==> src/rtl/if_id_queue.sv <==
// IF/ID decoupling queue: circular FIFO of {pc, instr} between fetch and decode.
// Define IF_ID_QUEUE_BYPASS_EN for a same-cycle empty-queue bypass path.
module if_id_queue #(
  parameter int PC_W  = 64,
  parameter int DEPTH = 4,
  parameter int CNT_W = $clog2(DEPTH) + 1
) (
  input  logic             clk,
  input  logic             reset,
  input  logic             in_valid,
  input  logic [31:0]      in_instr,
  input  logic [PC_W-1:0]  in_pc,
  output logic             in_ready,
  output logic             out_valid,
  input  logic             out_ready,
  output logic [31:0]      out_instr,
  output logic [PC_W-1:0]  out_pc,
  output logic [4:0]       out_Rd,
  output logic [4:0]       out_Rn,
  output logic [4:0]       out_Rm,
  input  logic             flush,
  output logic [CNT_W-1:0] count
);

  localparam int PW = $clog2(DEPTH);
  localparam int EW = PC_W + 32;

  logic [EW-1:0]    mem_q [DEPTH];
  logic [PW-1:0]    wptr_q, wptr_d;
  logic [PW-1:0]    rptr_q, rptr_d;
  logic [CNT_W-1:0] cnt_q, cnt_d;
  logic             empty, full;
  logic             push, wr, rd;
  logic             byp, ov;
  logic [EW-1:0]    head;

  assign empty    = (cnt_q == '0);
  assign full     = (cnt_q == CNT_W'(DEPTH));
  assign in_ready = !full && !flush;
  assign push     = in_valid && in_ready;

`ifdef IF_ID_QUEUE_BYPASS_EN
  assign byp  = empty && in_valid && !flush;
  assign head = empty ? {in_pc, in_instr} : mem_q[rptr_q];
`else
  assign byp  = 1'b0;
  assign head = mem_q[rptr_q];
`endif

  assign ov = !empty || byp;
  // A bypassed word consumed this cycle never touches storage
  assign wr = push && !(byp && out_ready);
  assign rd = !empty && out_ready && !flush;

  assign out_valid = ov;
  assign out_instr = ov ? head[31:0] : 32'hFFFF_FFFF;
  assign out_pc    = ov ? head[EW-1:32] : '0;
  assign out_Rd    = out_instr[4:0];
  assign out_Rn    = out_instr[9:5];
  assign out_Rm    = out_instr[20:16];
  assign count     = cnt_q;

  always_comb begin
    wptr_d = wptr_q;
    rptr_d = rptr_q;
    cnt_d  = cnt_q;
    if (flush) begin
      wptr_d = '0;
      rptr_d = '0;
      cnt_d  = '0;
    end else begin
      if (wr) wptr_d = wptr_q + PW'(1);
      if (rd) rptr_d = rptr_q + PW'(1);
      cnt_d = cnt_q + CNT_W'(wr) - CNT_W'(rd);
    end
  end

  always_ff @(posedge clk) begin
    if (reset) begin
      wptr_q <= '0;
      rptr_q <= '0;
      cnt_q  <= '0;
    end else begin
      wptr_q <= wptr_d;
      rptr_q <= rptr_d;
      cnt_q  <= cnt_d;
    end
  end

  always_ff @(posedge clk) begin
    if (wr && !reset) mem_q[wptr_q] <= {in_pc, in_instr};
  end

endmodule

==> config.mk <==
export PLATFORM = sky130hd
export DESIGN_NAME = if_id_queue
export DESIGN_NICKNAME = d
export VERILOG_FILES = /design/src/rtl/if_id_queue.sv
export SDC_FILE = /design/constraint.sdc
export NUM_CORES = 1
export LEC_CHECK = 0
export BUFFER_PORTS_ARGS = -buffer_cell sky130_fd_sc_hd__clkbuf_2
export CORE_AREA = 2 2 203 205
export CTS_CLUSTER_DIAMETER = 80
export DETAILED_ROUTE_END_ITERATION = 6
export DIE_AREA = 0 0 205 207
export PLACE_DENSITY = 0.52
export SLEW_MARGIN = 20
export SYNTH_ARGS = -nofsm -noshare
export SYNTH_HDL_FRONTEND = slang
export SYNTH_SLANG_ARGS = --single-unit
export TNS_END_PERCENT = 30
==> constraint.sdc <==
create_clock -name clk -period 10.82 [get_ports clk]
set_clock_uncertainty 0.2 [all_clocks]
set_input_delay 0 -clock clk [delete_from_list [all_inputs] [get_ports clk]]
set_output_delay 0 -clock clk [all_outputs]
set_load 0.01 [all_outputs]
==> impl_metrics.csv, run 1 <==
group,metric,value,unit
timing,timing.final.crit_period,3880,ps
timing,rsz_0062_raised_after_global_routing,"false",
clock_network,tritoncts_sinks,393,
clock_network,ctsLongestPathBuffers,3,
synth,postSynthCellCount,675,
global_routing,grtUsageTotal,0.153,
detailed_routing,drt_drc_violations_left,0,
clock_network,worst_skew_pair.late_latency,520,ps
floorplan,chipWidth,205,um
synth,synth-warning-count,0,
timing,max_freq,258,MHz
pwr,power.density,171,nW/um2
timing,layout_worst_path_cycle_share,0.358,
synth,synth_area_per_cell,22.4,um2
final_layout,n_fill_cell,3481,
detailed_routing,drt-initial-drc-count,437,
setup_path,cp.depth,5,
floorplan,floorplan.rows,74,
timing,maxSlewViolCount,0,
final_layout,layout.cells.non_filler,1569,
setup_path,timing.critical_path.to_type,"primary output",
synth,syn-cell-area,15100,um2
synth,number_of_nets_produced_by_synthesis,783,
place,port_buffers,216,
floorplan,coreArea,40400,um2
setup_path,cpPeakStageDelay,830,ps
synth,sequential_area_share_after_synthesis,0.773,
synth,async_set_or_reset_flop_fraction_in_the_synthesized_netlist,0,
synth,yosys-top-cells-area,"sky130_fd_sc_hd__edfxtp_1, sky130_fd_sc_hd__mux4_2, sky130_fd_sc_hd__and2_1",
timing,timing.final.setup_violations,0,
clock_network,numCtsBuffers,42,
pwr,power.ir.vdd_worst,0.105,mV
synth,synth_flop_cell,"sky130_fd_sc_hd__edfxtp_1",
setup_path,worst_path_bufs_invs,3,
detailed_routing,avgViaCountPerCell,4.80,
setup_path,critical-path-top-cell-by-count,"sky130_fd_sc_hd__buf_4",
detailed_routing,finalWirelength,32200,um
timing,worst_rel_slew_slack,0.360,
final_layout,drive_above_1_share,0.384,
detailed_routing,dr_vias,7524,
setup_path,wp_data_required,10620,ps
synth,synth_cell_types,27,
place,gpl.final_weighted_congestion,0.680,
clock_network,clkTransAtPathRegs,50,ps
detailed_routing,detailedRoute.firstPassIterationCount,5,
detailed_routing,route.antenna.remaining_nets,0,
clock_network,root_driver,"sky130_fd_sc_hd__clkbuf_16",
final_layout,sequential_cell_area,11700,um2
detailed_routing,routed_length_per_placed_instance,20.5,um
pwr,p_leak,6.46,nW
global_routing,first_global_vias,7916,
global_routing,antenna_found_initial,4,
timing,final-hold-violation-count,0,
clock_network,tritoncts_clock_tree,"built",
global_routing,grt_start_max_net_pins,58,
min_path,hp-class,"in2reg",
place,numPlacedInstances,1387,
setup_path,critPathSlowestCell,"sky130_fd_sc_hd__buf_4",
synth,yosys_register_bits,393,
setup_path,path_delay_family,"buffers and inverters",
floorplan,initial_utilization,0.375,
final_layout,final_net_count,1109,
setup_path,worst-r2r-cell-count,10,
floorplan,ios,217,
clock_network,cts_repair_resize_count,0,
setup_path,worst_setup_path_start_kind,"flip-flop",
synth,synth_area_leader_cell,"sky130_fd_sc_hd__edfxtp_1",
run_status,outcome,"complete, no violations",
place,hpwl,19200,um
clock_network,h-tree-depth,2,
setup_path,worst-setup-path-type,"reg2out",
timing,timing_worst_slew_pin_value,960,ps
setup_path,crit_fanout,47,
floorplan,die_area,42400,um2
min_path,worst_hold_path.num_cells,2,
global_routing,grt_remaining_overflow,0,
setup_path,timing.critical_path.cells,"buf_4 > buf_4 > mux4_2 > or2_1 > clkbuf_2",
setup_path,timing.critical_path.arrival,3680,ps
floorplan,die_h,207,um
synth,synth_enable_flop_cells,384,
global_routing,first_pass_grt_wire_length,48700,um
final_layout,areaGrowthSynthToFinish,25.9,%
timing,totalNegativeSetupSlack,0,ps
final_layout,area_of_the_multi_input_gates,3080,um2
synth,synth.top_cell.area_share,0.762,
job,drv.max_cap_violation_count,0,
## routing by layer
layer | vias up | share of wire | GRT usage
met5 | - | 0.00040 | 0
met4 | 2 | 0.016 | 0.0360
met3 | 40 | 0.054 | 0.0330
met2 | 208 | 0.46 | 0.234
met1 | 3902 | 0.47 | 0.224
li1 | 3372 | - | -
## worst register-to-register path, delay by kind of cell (launching register included)
family | cells | cell delay, ps
and+or+nand+nor | 3 | 800
adders and majority gates | 3 | 770
buffers and inverters | 2 | 600
DFF | 1 | 480
xor gates and xnor gates | 2 | 330
## power breakdown
part / switching [mW] / total [mW] / internal [mW] / leakage, nW
registers: 0.00471 / 1.69 / 1.69 / 3.54
clock network: 0.556 / 1.41 / 0.855 / 0.674
logic: 0.0823 / 0.160 / 0.0777 / 2.24
## layout make-up
| class | instances | area share |
|---|---|---|
| Sequential cell | 393 | 0.615 |
| Multi-Input combinational cell | 227 | 0.161 |
| Timing Repair Buffer | 331 | 0.115 |
| Clock buffer | 58 | 0.0616 |
| Tap cell | 532 | 0.0349 |
| Clock inverter | 20 | 0.0103 |
| Inverter | 6 | 0.00118 |
| Antenna cell | 2 | 0.000263 |
## state kept, by name, indices dropped and copies added (netlist names), named ones only
| name | count |
|---|---|
| rptr_q | 2 |
| wptr_q | 2 |
| count | 3 |
| mem_q | 384 |
## cell families after synthesis
family,after synthesis,synth area share
buffers and inverters,55,0.0251
flip-flops,393,0.773
XOR/XNOR,4,0.00231
adder cells (fa/ha/maj),7,0.00628
AO/OA/AOI/OAI,2,0.00107
AND/OR/NAND/NOR,116,0.0477
multiplexers,98,0.144
## cells in the final DEF, fill, tap and decap left out, types with 2 or more instances in the layout
cell / netlist / layout
sky130_fd_sc_hd__dfxtp_4: 0 / 2
sky130_fd_sc_hd__edfxtp_1: 384 / 384
sky130_fd_sc_hd__and2_1: 66 / 66
sky130_fd_sc_hd__xnor2_1: 2 / 2
sky130_fd_sc_hd__clkbuf_2: 0 / 216
sky130_fd_sc_hd__clkbuf_1: 17 / 13
sky130_fd_sc_hd__or2_1: 30 / 30
sky130_fd_sc_hd__dlygate4sd3_1: 0 / 102
sky130_fd_sc_hd__inv_1: 6 / 5
sky130_fd_sc_hd__diode_2: 0 / 2
sky130_fd_sc_hd__clkinv_2: 0 / 10
sky130_fd_sc_hd__clkinv_1: 0 / 5
sky130_fd_sc_hd__buf_4: 16 / 13
sky130_fd_sc_hd__nor2_1: 2 / 2
sky130_fd_sc_hd__ha_1: 6 / 6
sky130_fd_sc_hd__xor2_1: 2 / 2
sky130_fd_sc_hd__mux4_2: 96 / 96
sky130_fd_sc_hd__or2_2: 2 / 2
sky130_fd_sc_hd__nor3b_2: 0 / 4
sky130_fd_sc_hd__nor3_1: 4 / 4
sky130_fd_sc_hd__clkbuf_16: 0 / 45
sky130_fd_sc_hd__mux2i_1: 2 / 2
sky130_fd_sc_hd__dfxtp_1: 9 / 7
sky130_fd_sc_hd__bufinv_16: 0 / 4
sky130_fd_sc_hd__nand2_1: 4 / 4
## metrics by stage
stage / util / area (um2) / setup slack (ps) / power [mW] / hold WS [ps]
floorplan: - / 15100 / 2080 / 1.79 / -101
global placement: 0.413 / 16700 / 7290 / 1.85 / 21.0
detailed placement: 0.413 / 16700 / 7290 / 1.86 / 23.2
CTS: 0.472 / 19100 / 6730 / 3.31 / 3.86
global route: 0.472 / 19100 / 6530 / 3.38 / 22.7
finish: 0.472 / 19100 / 6940 / 3.26 / 35.6
## cell usage after synthesis, types with 2 or more instances
library cell and n:
sky130_fd_sc_hd__and2_1 66, sky130_fd_sc_hd__buf_12 5, sky130_fd_sc_hd__buf_2 8, sky130_fd_sc_hd__buf_4 16, sky130_fd_sc_hd__buf_6 3, sky130_fd_sc_hd__clkbuf_1 17, sky130_fd_sc_hd__dfxtp_1 9, sky130_fd_sc_hd__edfxtp_1 384
sky130_fd_sc_hd__ha_1 6, sky130_fd_sc_hd__inv_1 6, sky130_fd_sc_hd__mux2i_1 2, sky130_fd_sc_hd__mux4_2 96, sky130_fd_sc_hd__nand2_1 4, sky130_fd_sc_hd__nor2_1 2, sky130_fd_sc_hd__nor3_1 4, sky130_fd_sc_hd__nor3b_1 4
sky130_fd_sc_hd__or2_1 30, sky130_fd_sc_hd__or2_2 2, sky130_fd_sc_hd__xnor2_1 2, sky130_fd_sc_hd__xor2_1 2
## timing repair
| item | CTS | global route |
|---|---|---|
| hold endpoints to repair | 393 | 0 |
| setup buffers | 0 | 0 |
| hold buffers | 102 | 0 |
## worst paths after layout
path	start	to	slack, ps
setup / recovery	flip-flop	out_Rd[0]	6940
hold / removal	in_pc[12]	mem_q[3][44]	40
setup reg to reg	count[2]	count[2]	7540
hold reg to reg	wptr_q[1]	wptr_q[1]	300
(Power assumes the default switching activity.)
==> inputs of run 2 (changes only) <==
--- a/config.mk
+++ b/config.mk
@@ -5,12 +5,13 @@
 export SDC_FILE = /design/constraint.sdc
 export NUM_CORES = 1
 export LEC_CHECK = 0
+export ABC_AREA = 1
 export BUFFER_PORTS_ARGS = -buffer_cell sky130_fd_sc_hd__clkbuf_2
-export CORE_AREA = 2 2 203 205
+export CORE_AREA = 2 2 205 207
 export CTS_CLUSTER_DIAMETER = 80
 export DETAILED_ROUTE_END_ITERATION = 6
-export DIE_AREA = 0 0 205 207
-export PLACE_DENSITY = 0.52
+export DIE_AREA = 0 0 207 209
+export PLACE_DENSITY = 0.54
 export SLEW_MARGIN = 20
 export SYNTH_ARGS = -nofsm -noshare
 export SYNTH_HDL_FRONTEND = slang
==> constraint.sdc (replaced) <==
create_clock -name clk -period 3.3 [get_ports clk]
set_clock_uncertainty 0.2 [all_clocks]
set_input_delay 0 -clock clk [delete_from_list [all_inputs] [get_ports clk]]
set_output_delay 0 -clock clk [all_outputs]
set_load 0.01 [all_outputs]
==> run 2 against run 1 <==
  * Wire length increased by 14%
  * Total power increased to 3.3 times the previous value
  * Final area increased by 4.7%
  * Highest routed layer unchanged
  * Clock-buffer cell count decreased by 7
  * Utilization increased by 1.1 points
  * Clock power increased to 3.2 times the previous value
  * Sequential cell count unchanged
  * Synthesized cell count increased by 81%
  * Non-clock buffer count increased by 63
  * Register-to-register slack got worse by 6700 ps
  * Worst setup slack got worse by 6500 ps
==> impl_metrics.csv, run 2 <==
group,metric,value,unit
final_layout,drive_above_1_share,0.191,
synth,synth.top_cell.area_share,0.748,
synth,synth-warning-count,0,
clock_network,cts_repair_resize_count,0,
floorplan,floorplan.rows,75,
min_path,hp-class,"in2reg",
setup_path,cpPeakStageDelay,620,ps
clock_network,post_cts.repair.setup_buffers,0,
place,port_buffers,216,
setup_path,timing.critical_path.to_type,"primary output",
floorplan,die_h,209,um
pwr,finalPower,10.7,mW
synth,sequential_area_share_after_synthesis,0.760,
synth,yosys-top-cells-count,"sky130_fd_sc_hd__edfxtp_1, sky130_fd_sc_hd__nor2_1, sky130_fd_sc_hd__o21ai_0",
min_path,worst_hold_path.num_cells,2,
detailed_routing,avgViaCountPerCell,4.77,
setup_path,crit_fanout,54,
timing,timing.final.setup_violations,0,
global_routing,first_pass_grt_wire_length,57100,um
global_routing,grtUsageTotal,0.169,
clock_network,tritoncts_clock_tree,"built",
synth,synth_area_per_cell,12.6,um2
synth,synth_area_leader_cell,"sky130_fd_sc_hd__edfxtp_1",
final_layout,final_net_count,1679,
global_routing,first_global_vias,10174,
place,hpwl,19700,um
setup_path,critPathSlowestCell,"sky130_fd_sc_hd__buf_4",
floorplan,initial_utilization,0.373,
timing,maxSlewViolCount,0,
detailed_routing,detailedRoute.firstPassIterationCount,5,
clock_network,cts_hold_repair.buffers,155,
final_layout,leading_cell_type_in_the_layout_fill_and_taps_excluded,"sky130_fd_sc_hd__edfxtp_1",
final_layout,largest_register,"mem_q",
clock_network,ctsLongestPathBuffers,3,
setup_path,worst_path_bufs_invs,3,
place,gpl.final_weighted_congestion,0.746,
floorplan,die_area,43300,um2
clock_network,clkTransAtPathRegs,60,ps
clock_network,root_driver,"sky130_fd_sc_hd__clkbuf_16",
final_layout,largest_register_ff_count,384,
final_layout,layout.cells.non_filler,2141,
pwr,p_leak,7.27,nW
timing,worst_rel_slew_slack,0.370,
setup_path,worst-r2r-cell-count,5,
global_routing,antenna_found_initial,2,
synth,synthMostInstantiatedCell,"sky130_fd_sc_hd__edfxtp_1",
global_routing,grt_start_max_net_pins,98,
timing,final.setup.worst_slack,438,ps
setup_path,wp_data_required,3100,ps
setup_path,cp.depth,6,
floorplan,chipWidth,207,um
synth,postSynthCellCount,1219,
detailed_routing,route.antenna.remaining_nets,0,
setup_path,timing.critical_path.cells,"buf_4 > buf_4 > nor2_1 > o21ai_0 > a21oi_1 > clkbuf_2",
clock_network,numCtsBuffers,43,
synth,synth_flop_cell,"sky130_fd_sc_hd__edfxtp_1",
timing,hold-worst-slack,31.2,ps
setup_path,worst_setup_path_start_kind,"flip-flop",
clock_network,tritoncts_sinks,393,
place,numPlacedInstances,1910,
setup_path,worst-setup-path-type,"reg2out",
synth,synth_enable_flop_cells,384,
timing,timing_worst_slew_pin_value,944,ps
clock_network,h-tree-depth,2,
job,drv.max_cap_violation_count,0,
timing,max_freq,349,MHz
setup_path,path_delay_family,"buffers and inverters",
final_layout,fin_util,0.483,
timing,timing.final.crit_period,2860,ps
pwr,power.ir.vdd_worst,0.366,mV
timing,final-hold-violation-count,0,
place,dpl-instance-area,17100,um2
setup_path,critical-path-top-cell-by-count,"sky130_fd_sc_hd__buf_4",
final_layout,finish.instance_area,19900,um2
timing,rsz_0062_raised_after_global_routing,"false",
place,dpl_worst_slack,796,ps
synth,yosys-top-cells-area,"sky130_fd_sc_hd__edfxtp_1, sky130_fd_sc_hd__nor2_1, sky130_fd_sc_hd__o21ai_0",
synth,synth_cell_types,22,
detailed_routing,dr_vias,10222,
detailed_routing,routed_length_per_placed_instance,17.2,um
global_routing,grt_remaining_overflow,0,
detailed_routing,drt_drc_violations_left,0,
synth,syn-cell-area,15400,um2
final_layout,areaGrowthSynthToFinish,29.4,%
timing,layout_worst_path_cycle_share,0.867,
floorplan,coreArea,41300,um2
synth,yosys_register_bits,393,
setup_path,timing.critical_path.arrival,2660,ps
floorplan,ios,217,
detailed_routing,drt-initial-drc-count,562,
detailed_routing,finalWirelength,36800,um
clock_network,worst_skew_pair.late_latency,550,ps
synth,async_set_or_reset_flop_fraction_in_the_synthesized_netlist,0,
timing,totalNegativeSetupSlack,0,ps
synth,number_of_nets_produced_by_synthesis,1327,
final_layout,layout.cells.most_common_list,"sky130_fd_sc_hd__edfxtp_1, sky130_fd_sc_hd__nor2_1, sky130_fd_sc_hd__clkbuf_2",
run_status,outcome,"complete, no violations",
pwr,power.density,537,nW/um2
-- run 2: cell type report --
| type | count | area [um2] |
|---|---|---|
| fill | 3712 | 21300 |
| tap | 539 | 674 |
| multi-input combinational | 715 | 3180 |
| clock buffer | 51 | 1150 |
| inverter | 24 | 100 |
| clock inverter | 24 | 185 |
| timing repair buffer | 394 | 2940 |
| sequential | 393 | 11700 |
| antenna | 1 | 2.50 |
-- run 2: power by group --
part / switching [mW] / internal, mW
registers: 0.0151 / 5.53
logic: 0.342 / 0.272
clock network: 1.86 / 2.70
-- run 2: cell families after synthesis --
kind of cell,Yosys count,synth area share
flip-flops,393,0.760
buffers and inverters,111,0.0364
AND/OR/NAND/NOR,415,0.102
XOR/XNOR,2,0.00114
adder cells (fa/ha/maj),7,0.00617
AO/OA/AOI/OAI,291,0.0945
-- run 2: path summary, 6_finish.rpt --
check | slack (ps) | to | start
worst max-delay path | 440 | out_pc[32] | flip-flop
worst min-delay path | 30 | mem_q[1][70] | in_pc[38]
worst max register to register | 830 | mem_q[1][82] | count[1]
worst min register to register | 330 | flip-flop | rptr_q[1]
-- run 2: metal layers --
metal | vias to the layer above | track usage | wire (um)
li1 | 5008 | - | -
met1 | 4881 | 0.220 | 16100
met2 | 280 | 0.288 | 17900
met3 | 51 | 0.0293 | 2010
met4 | 2 | 0.0549 | 797
met5 | - | 0 | 11
